**config.mk**
```make
export PLATFORM = sky130hd
export DESIGN_NAME = int_request_controller
export DESIGN_NICKNAME = d
export VERILOG_FILES = /design/src/rtl/int_request_controller.sv
export SDC_FILE = /design/constraint.sdc
export NUM_CORES = 1
export LEC_CHECK = 0
export BUFFER_PORTS_ARGS = -buffer_cell sky130_fd_sc_hd__buf_2
export CORE_ASPECT_RATIO = 0.7
export CORE_MARGIN = 5
export CORE_UTILIZATION = 44
export CTS_CLUSTER_DIAMETER = 40
export DETAILED_ROUTE_END_ITERATION = 16
export PLACE_DENSITY_LB_ADDON = 0.2
export SKIP_CTS_REPAIR_TIMING = 1
export SKIP_LAST_GASP = 1
export SLEW_MARGIN = 40
export SYNTH_ARGS = -nofsm -noshare
export SYNTH_HDL_FRONTEND = slang
export SYNTH_SLANG_ARGS = --single-unit
```
**constraint.sdc**
```tcl
create_clock -name clk -period 1.67 [get_ports clk]
set_clock_uncertainty 0.2 [all_clocks]
set_input_delay 0.334 -clock clk [delete_from_list [all_inputs] [get_ports clk]]
set_output_delay 0.334 -clock clk [all_outputs]
set_load 0.02 [all_outputs]
```
**src/rtl/int_request_controller.sv**
```systemverilog
// Interrupt request source for the multicycle control unit: IRQ/NMI edge capture, priority, vectors.
// Optional ack timeout is compiled in when INT_CTRL_TIMEOUT_EN is defined.
module int_request_controller #(
  parameter int unsigned NUM_IRQ    = 8,
  parameter logic [31:0] VEC_BASE   = 32'h0000_0100,
  parameter logic [31:0] VEC_STRIDE = 32'd4,
  parameter logic [31:0] NMI_VEC    = 32'h0000_0080
`ifdef INT_CTRL_TIMEOUT_EN
  ,parameter int unsigned ACK_TIMEOUT = 64
`endif
) (
  input  logic               clk,
  input  logic               rst,
  input  logic [NUM_IRQ-1:0] irq,
  input  logic               nmi_req,
  input  logic               mask_we,
  input  logic [NUM_IRQ-1:0] mask_wdata,
  input  logic               int_ack,
  input  logic               nmi_ack,
  input  logic               eoi,
  output logic               INT_control,
  output logic               NMI_control,
  output logic [31:0]        int_vector,
  output logic [31:0]        nmi_vector,
  output logic [NUM_IRQ-1:0] pending,
  output logic               in_service,
  output logic               timeout
);

  localparam int unsigned IDW = (NUM_IRQ > 1) ? $clog2(NUM_IRQ) : 1;

  typedef enum logic [1:0] {
    S_IDLE = 2'd0,
    S_NMI  = 2'd1,
    S_INT  = 2'd2
  } state_e;

  state_e             state_q, state_d;
  logic [NUM_IRQ-1:0] irq_prev_q, pend_q, pend_d, mask_q, mask_d;
  logic [NUM_IRQ-1:0] elig, clr;
  logic               nmi_prev_q, nmi_pend_q, nmi_pend_d, nmi_clr;
  logic               svc_q, svc_d, svc_set;
  logic               to_q, to_d, expired, drop;
  logic [IDW-1:0]     id_q, id_d, sel;
  logic [31:0]        vec_q, vec_d;

  assign elig = pend_q & mask_q;

  // Lowest index wins
  always_comb begin
    sel = '0;
    for (int i = NUM_IRQ - 1; i >= 0; i--) begin
      if (elig[i]) sel = IDW'(i);
    end
  end

`ifdef INT_CTRL_TIMEOUT_EN
  localparam int unsigned CW = (ACK_TIMEOUT > 1) ? $clog2(ACK_TIMEOUT) : 1;
  logic [CW-1:0] cnt_q, cnt_d;

  assign expired = (state_q != S_IDLE) && (cnt_q == CW'(ACK_TIMEOUT - 1));
  assign cnt_d   = (state_q != S_IDLE && state_d != S_IDLE) ? cnt_q + CW'(1) : '0;

  always_ff @(posedge clk) begin
    if (rst) cnt_q <= '0;
    else     cnt_q <= cnt_d;
  end
`else
  assign expired = 1'b0;
`endif

  always_ff @(posedge clk) begin
    if (rst) begin
      state_q    <= S_IDLE;
      irq_prev_q <= '0;
      pend_q     <= '0;
      mask_q     <= '1;
      nmi_prev_q <= 1'b0;
      nmi_pend_q <= 1'b0;
      svc_q      <= 1'b0;
      to_q       <= 1'b0;
      id_q       <= '0;
      vec_q      <= '0;
    end else begin
      state_q    <= state_d;
      irq_prev_q <= irq;
      pend_q     <= pend_d;
      mask_q     <= mask_d;
      nmi_prev_q <= nmi_req;
      nmi_pend_q <= nmi_pend_d;
      svc_q      <= svc_d;
      to_q       <= to_d;
      id_q       <= id_d;
      vec_q      <= vec_d;
    end
  end

  always_comb begin
    state_d = state_q;
    id_d    = id_q;
    vec_d   = vec_q;
    clr     = '0;
    nmi_clr = 1'b0;
    svc_set = 1'b0;
    drop    = 1'b0;
    unique case (state_q)
      S_IDLE: begin
        if (nmi_pend_q) begin
          state_d = S_NMI;
        end else if (|elig && !svc_q) begin
          state_d = S_INT;
          id_d    = sel;
          vec_d   = VEC_BASE + 32'(sel) * VEC_STRIDE;
        end
      end
      S_NMI: begin
        if (nmi_ack) begin
          nmi_clr = 1'b1;
          state_d = S_IDLE;
        end else if (expired) begin
          drop    = 1'b1;
          state_d = S_IDLE;
        end
      end
      S_INT: begin
        if (int_ack) begin
          clr[id_q] = 1'b1;
          svc_set   = 1'b1;
          state_d   = S_IDLE;
        end else if (expired) begin
          drop    = 1'b1;
          state_d = S_IDLE;
        end
      end
      default: state_d = S_IDLE;
    endcase
  end

  // New edges override a same-cycle clear
  assign pend_d     = (pend_q & ~clr) | (irq & ~irq_prev_q);
  assign nmi_pend_d = (nmi_pend_q & ~nmi_clr) | (nmi_req & ~nmi_prev_q);
  assign svc_d      = svc_set | (svc_q & ~eoi);
  assign mask_d     = mask_we ? mask_wdata : mask_q;
  assign to_d       = to_q | drop;

  always_comb begin
    INT_control = (state_q == S_INT);
    NMI_control = (state_q == S_NMI);
    int_vector  = vec_q;
    nmi_vector  = NMI_VEC;
    pending     = pend_q;
    in_service  = svc_q;
    timeout     = to_q;
  end

endmodule

```
==> results.json, run 1 <==
{
  "dp_worst_setup_slack_ps": 171.7,
  "layout_setup_ws_ps": 76.23,
  "hp-class": "in2reg",
  "synth_edf_count": 0,
  "synth.most_common_cell": "buf_4",
  "setup_viol": 0,
  "ys.flop_type": "dfxtp_1",
  "synth_top_area_share_pct": 37.90,
  "cap_violations": 0,
  "port_buffers": 37,
  "slew_violations": 0,
  "cts-root-buf": "clkbuf_8",
  "dieArea_sq_um": 5340,
  "drc": 0,
  "overflow": 0,
  "arrival_ps": 1060,
  "first_pass_iters": 4,
  "synthTopCellsByArea": "dfxtp_1 (38%), buf_4 (26%), nor2b_1 (6.5%)",
  "cts_buffer_depth": 2,
  "async_flop_share_pct": 0,
  "max_clock_freq_mhz": 627.4,
  "path_clk_slew_ps": 60,
  "insertion_delay_ps": 280,
  "fp-row-count": 19,
  "dieHeight_microns": 62.66,
  "grt_pass1_vias": 1029,
  "synth-seq-area-share_pct": 37.90,
  "nets": 259,
  "reg2reg_depth": 4,
  "setup_tns_ps": 0,
  "routabilityCongestion": 0.7583,
  "core_sq_um": 3875,
  "ys_top_cells_by_count": "buf_4 (61), dfxtp_1 (33), nor2b_1 (18), a21oi_1 (15)",
  "yosysWarnings": 0,
  "die_w_microns": 85.23,
  "vias": 1198,
  "timing.hold.ws_ps": 55.38,
  "synth_area_leader_cell": "dfxtp_1",
  "io_pins": 99,
  "drtAntennaViolNets": 0,
  "p_leak_nw": 0.8959,
  "worst_setup_path_end_kind": "output pin",
  "grtUsageTotal_pct": 11.79,
  "peakVddDrop_mv": 0.4466,
  "synth.avg_cell_area_sq_um": 8.892,
  "drtIter0Drc": 44,
  "grt_pass1_wl_mm": 5.016,
  "rsz0062_at_grt": "no",
  "path_class": "reg2out",
  "powerDensity_nw_per_um2": 1060,
  "synth.distinct_cells": 25,
  "area_growth_pct": 5.887,
  "worst-path-max-fanout": 6,
  "wl_per_cell_microns": 11.62,
  "power.total_mw": 1.955,
  "ys_ff_latch": 33,
  "hpwl_mm": 2.631,
  "routed_wl_mm": 3.346,
  "cp.required_ps": 1140,
  "outcome": "finished, final reports clean",
  "netlist_instances": 196,
  "vias_per_cell": 4.160,
  "drive_above_1_share_pct": 22.46,
  "clock_sinks": 33,
  "multiInputGateArea_sq_um": 827.0,
  "htreeDepth": 2,
  "hold_violations": 0,
  "regArea_sq_um": 663.1,
  "grt_antenna_before_repair": 0,
  "antenna_cells": 0,
  "cts_tree": "done",
  "netlist_area_sq_um": 1743,
  "period_minus_slack_ps": 1594,
  "initial_core_util_pct": 44.98,
  "worstSetupStartpointType": "register",
  "cts_buffers": 5,
  "grt_max_degree": 19,
  "postLayoutCoreUtil_pct": 47.63,
  "min_period_over_period_pct": 95.44,
  "fillers": 400,
  "hold_depth": 2
}
-- layout by cell type, fill, tap and decap left out --
cell / n
nor4_4: 1
a22oi_1: 4
nand3_1: 1
a221oi_2: 1
buf_2: 37
nor2_1: 3
inv_1: 1
dfxtp_1: 31
a32oi_1: 2
o31ai_1: 2
and2b_2: 2
a41o_2: 1
buf_4: 2
conb_1: 61
o21ai_0: 8
a211oi_1: 1
a21oi_1: 15
nand2_1: 12
a211o_1: 8
a2111oi_0: 1
nand4_1: 1
or2_2: 1
clkbuf_8: 6
nand2b_1: 12
nand3b_1: 1
clkbuf_1: 1
dfxtp_2: 2
nor2b_1: 18
-- routing by layer --
| layer | global-route usage [%] | routed length, microns | vias up |
|---|---|---|---|
| met5 | 0 | 0 | - |
| met4 | 4.348 | 36 | 0 |
| met3 | 5.270 | 372 | 5 |
| met2 | 15.89 | 1414 | 53 |
| met1 | 16.31 | 1523 | 522 |
| li1 | - | - | 618 |
-- power by group --
group / switching (mW) / leakage [nW] / total, mW / internal, mW
Sequential: 0.0634 / 0.275 / 0.921 / 0.857
Combinational: 0.303 / 0.576 / 0.444 / 0.142
Clock: 0.264 / 0.0443 / 0.590 / 0.326
-- sequential cells by signal, indices dropped and copies added (netlist names) --
register / count
state_q: 2
in_service: 1
id_q: 2
int_vector: 2
pending: 8
nmi_prev_q: 1
mask_q: 8
nmi_pend_q: 1
irq_prev_q: 8
-- kinds of logic after synthesis --
group	share of synthesized area [%]
and+or+nand+nor	17.66
AOI/OAI and AO/OA	16.65
DFF	37.90
buffers and inverters	27.35
other	0.4309
-- worst paths after layout --
| path | startpoint | end | slack [ps] |
|---|---|---|---|
| max reg2reg | state_q[0] | pending[5] | 200 |
| min | mask_wdata[7] | mask_q[7] | 60 |
| min reg2reg | irq_prev_q[2] | pending[2] | 280 |
| max | state_q[0] | INT_control | 80 |
-- through the flow --
step,std cells,cell area [sq um]
floorplan,255,1964
global placement,281,1757
finish,288,1846
CTS,288,1843
detailed placement,281,1757
global route,288,1846
-- critical path: stages (launching register included) --
cell	delay, ps
dfxtp_2	380
and2b_2	240
buf_2	160
-- final cells by class --
class	instances	share of cell area (%)
Timing Repair Buffer	39	10.85
Tap cell	52	3.525
Inverter	1	0.2034
Clock buffer	7	4.678
Multi-Input combinational cell	156	44.81
Sequential cell	33	35.93
Note: power is estimated with default switching activity, not from simulation.
==> run 2: changes to the inputs <==
==> config.mk (replaced) <==
export PLATFORM = sky130hd
export DESIGN_NAME = int_request_controller
export DESIGN_NICKNAME = d
export VERILOG_FILES = /design/src/rtl/int_request_controller.sv
export SDC_FILE = /design/constraint.sdc
export NUM_CORES = 1
export LEC_CHECK = 0
export BUFFER_PORTS_ARGS = -buffer_cell sky130_fd_sc_hd__buf_4
export CORE_ASPECT_RATIO = 0.7
export CORE_MARGIN = 5
export CORE_UTILIZATION = 43
export CTS_CLUSTER_DIAMETER = 40
export DETAILED_ROUTE_END_ITERATION = 16
export PLACE_DENSITY_LB_ADDON = 0.2
export SKIP_CTS_REPAIR_TIMING = 1
export SKIP_LAST_GASP = 1
export SYNTH_ARGS = -nofsm -noshare
export SYNTH_HDL_FRONTEND = slang
export SYNTH_SLANG_ARGS = --single-unit
==> results.json, run 2 (same netlist as run 1, synthesis figures left out) <==
{
  "fp-row-count": 19,
  "area_growth_pct": 10.91,
  "layout_commonest_cell": "conb_1",
  "cpPeakStageDelay_ps": 390,
  "worst_setup_path_end_kind": "output pin",
  "cap_violations": 0,
  "grt_pass1_vias": 1071,
  "r2r_setup_slack_ps": 190,
  "drc": 0,
  "drtAntennaViolNets": 0,
  "min_period_over_period_pct": 95.50,
  "final_cell_mix": "conb_1 (61), buf_4 (40), dfxtp_1 (31)",
  "vias": 1217,
  "arrival_ps": 1060,
  "drtIter0Drc": 52,
  "path_clk_slew_ps": 60,
  "routed_wl_mm": 3.391,
  "grtUsageTotal_pct": 11.61,
  "stdcell_count": 288,
  "p_leak_nw": 0.9201,
  "clock_sinks": 33,
  "cts_buffer_depth": 2,
  "drive_above_1_share_pct": 22.88,
  "antenna_cells": 0,
  "hold_violations": 0,
  "port_buffers": 37,
  "peakVddDrop_mv": 0.4424,
  "period_minus_slack_ps": 1595,
  "first_pass_iters": 4,
  "rsz0062_at_grt": "no",
  "vias_per_cell": 4.226,
  "cp.required_ps": 1140,
  "routabilityCongestion": 0.7194,
  "setup_tns_ps": 0,
  "core_sq_um": 3923,
  "wl_per_cell_microns": 11.77,
  "cts_tree": "done",
  "max_clock_freq_mhz": 627.0,
  "grt_antenna_before_repair": 0,
  "hp-class": "in2reg",
  "slew_violations": 0,
  "initial_core_util_pct": 44.43,
  "cts_buffers": 5,
  "grt_pass1_wl_mm": 4.974,
  "dieHeight_microns": 63.27,
  "insertion_delay_ps": 270,
  "setup_viol": 0,
  "path_cells": "and2b_2 -> buf_4",
  "htreeDepth": 2,
  "dieArea_sq_um": 5447,
  "die_w_microns": 86.10,
  "hpwl_mm": 2.710,
  "outcome": "finished, final reports clean",
  "cts-root-buf": "clkbuf_8",
  "worst-path-max-fanout": 6,
  "powerDensity_nw_per_um2": 1001,
  "worstSetupStartpointType": "register",
  "grt_max_degree": 19,
  "io_pins": 99,
  "crit_slowest_cell": "dfxtp_2",
  "nets": 260,
  "place_inst": 282,
  "postLayoutCoreUtil_pct": 49.28,
  "overflow": 0,
  "path_class": "reg2out"
}
-- run 2: cell count changes in the layout (fill, tap and decap cells not counted), sizes merged --
cell and delta:
clkinv +1, buf +1, clkbuf -2
-- run 2: worst max-delay path: cells and delay by family, from the launching register on --
| family | cells | cell delay (ps) |
|---|---|---|
| simple gates | 1 | 250 |
| flops | 1 | 390 |
| buf+inv | 1 | 160 |
-- run 2: cell type report --
cell class,count,area [sq um]
tap,52,65.06
clock inverter,1,5.005
inverter,1,3.754
sequential,33,663.1
timing repair buffer,40,300.3
fill,408,1989
multi-input combinational,156,827.0
clock buffer,5,68.82
-- run 2: through the flow --
stage | worst slack, ps | hold WS (ps) | instance area (sq um) | power, mW
after floorplan | 267.2 | 205.6 | 1964 | 1.366
after global placement | 210.5 | 269.9 | 1857 | 1.416
after detailed placement | 168.3 | 273.0 | 1857 | 1.420
after CTS | 4.580 | 56.47 | 1931 | 1.951
after global routing | 23.15 | 49.29 | 1933 | 2.049
final | 75.17 | 61.96 | 1933 | 1.935
-- run 2: worst paths after layout --
kind                               startpoint       endpoint  depth (start not counted)
worst max-delay path               state_q[0]    INT_control                          2
worst max register to register     state_q[1]        id_q[0]                          3
worst min register to register  int_vector[8]  int_vector[8]                          2
worst min-delay path            mask_wdata[7]      mask_q[7]                          2
-- run 2: per-layer routing --
metal / vias up / GRT usage (%) / share of wire, %
li1: 614 / - / -
met4: 0 / 3.557 / 0.29
met2: 56 / 16.92 / 45
met1: 545 / 15.19 / 43
met5: - / 0 / 0
met3: 2 / 5.339 / 12
-- run 2: where the power goes --
group	internal (mW)	leakage, nW	switching (mW)
sequential	0.857	0.275	0.0654
combinational	0.179	0.605	0.305
clock	0.273	0.0399	0.254
total	1.31	0.920	0.625
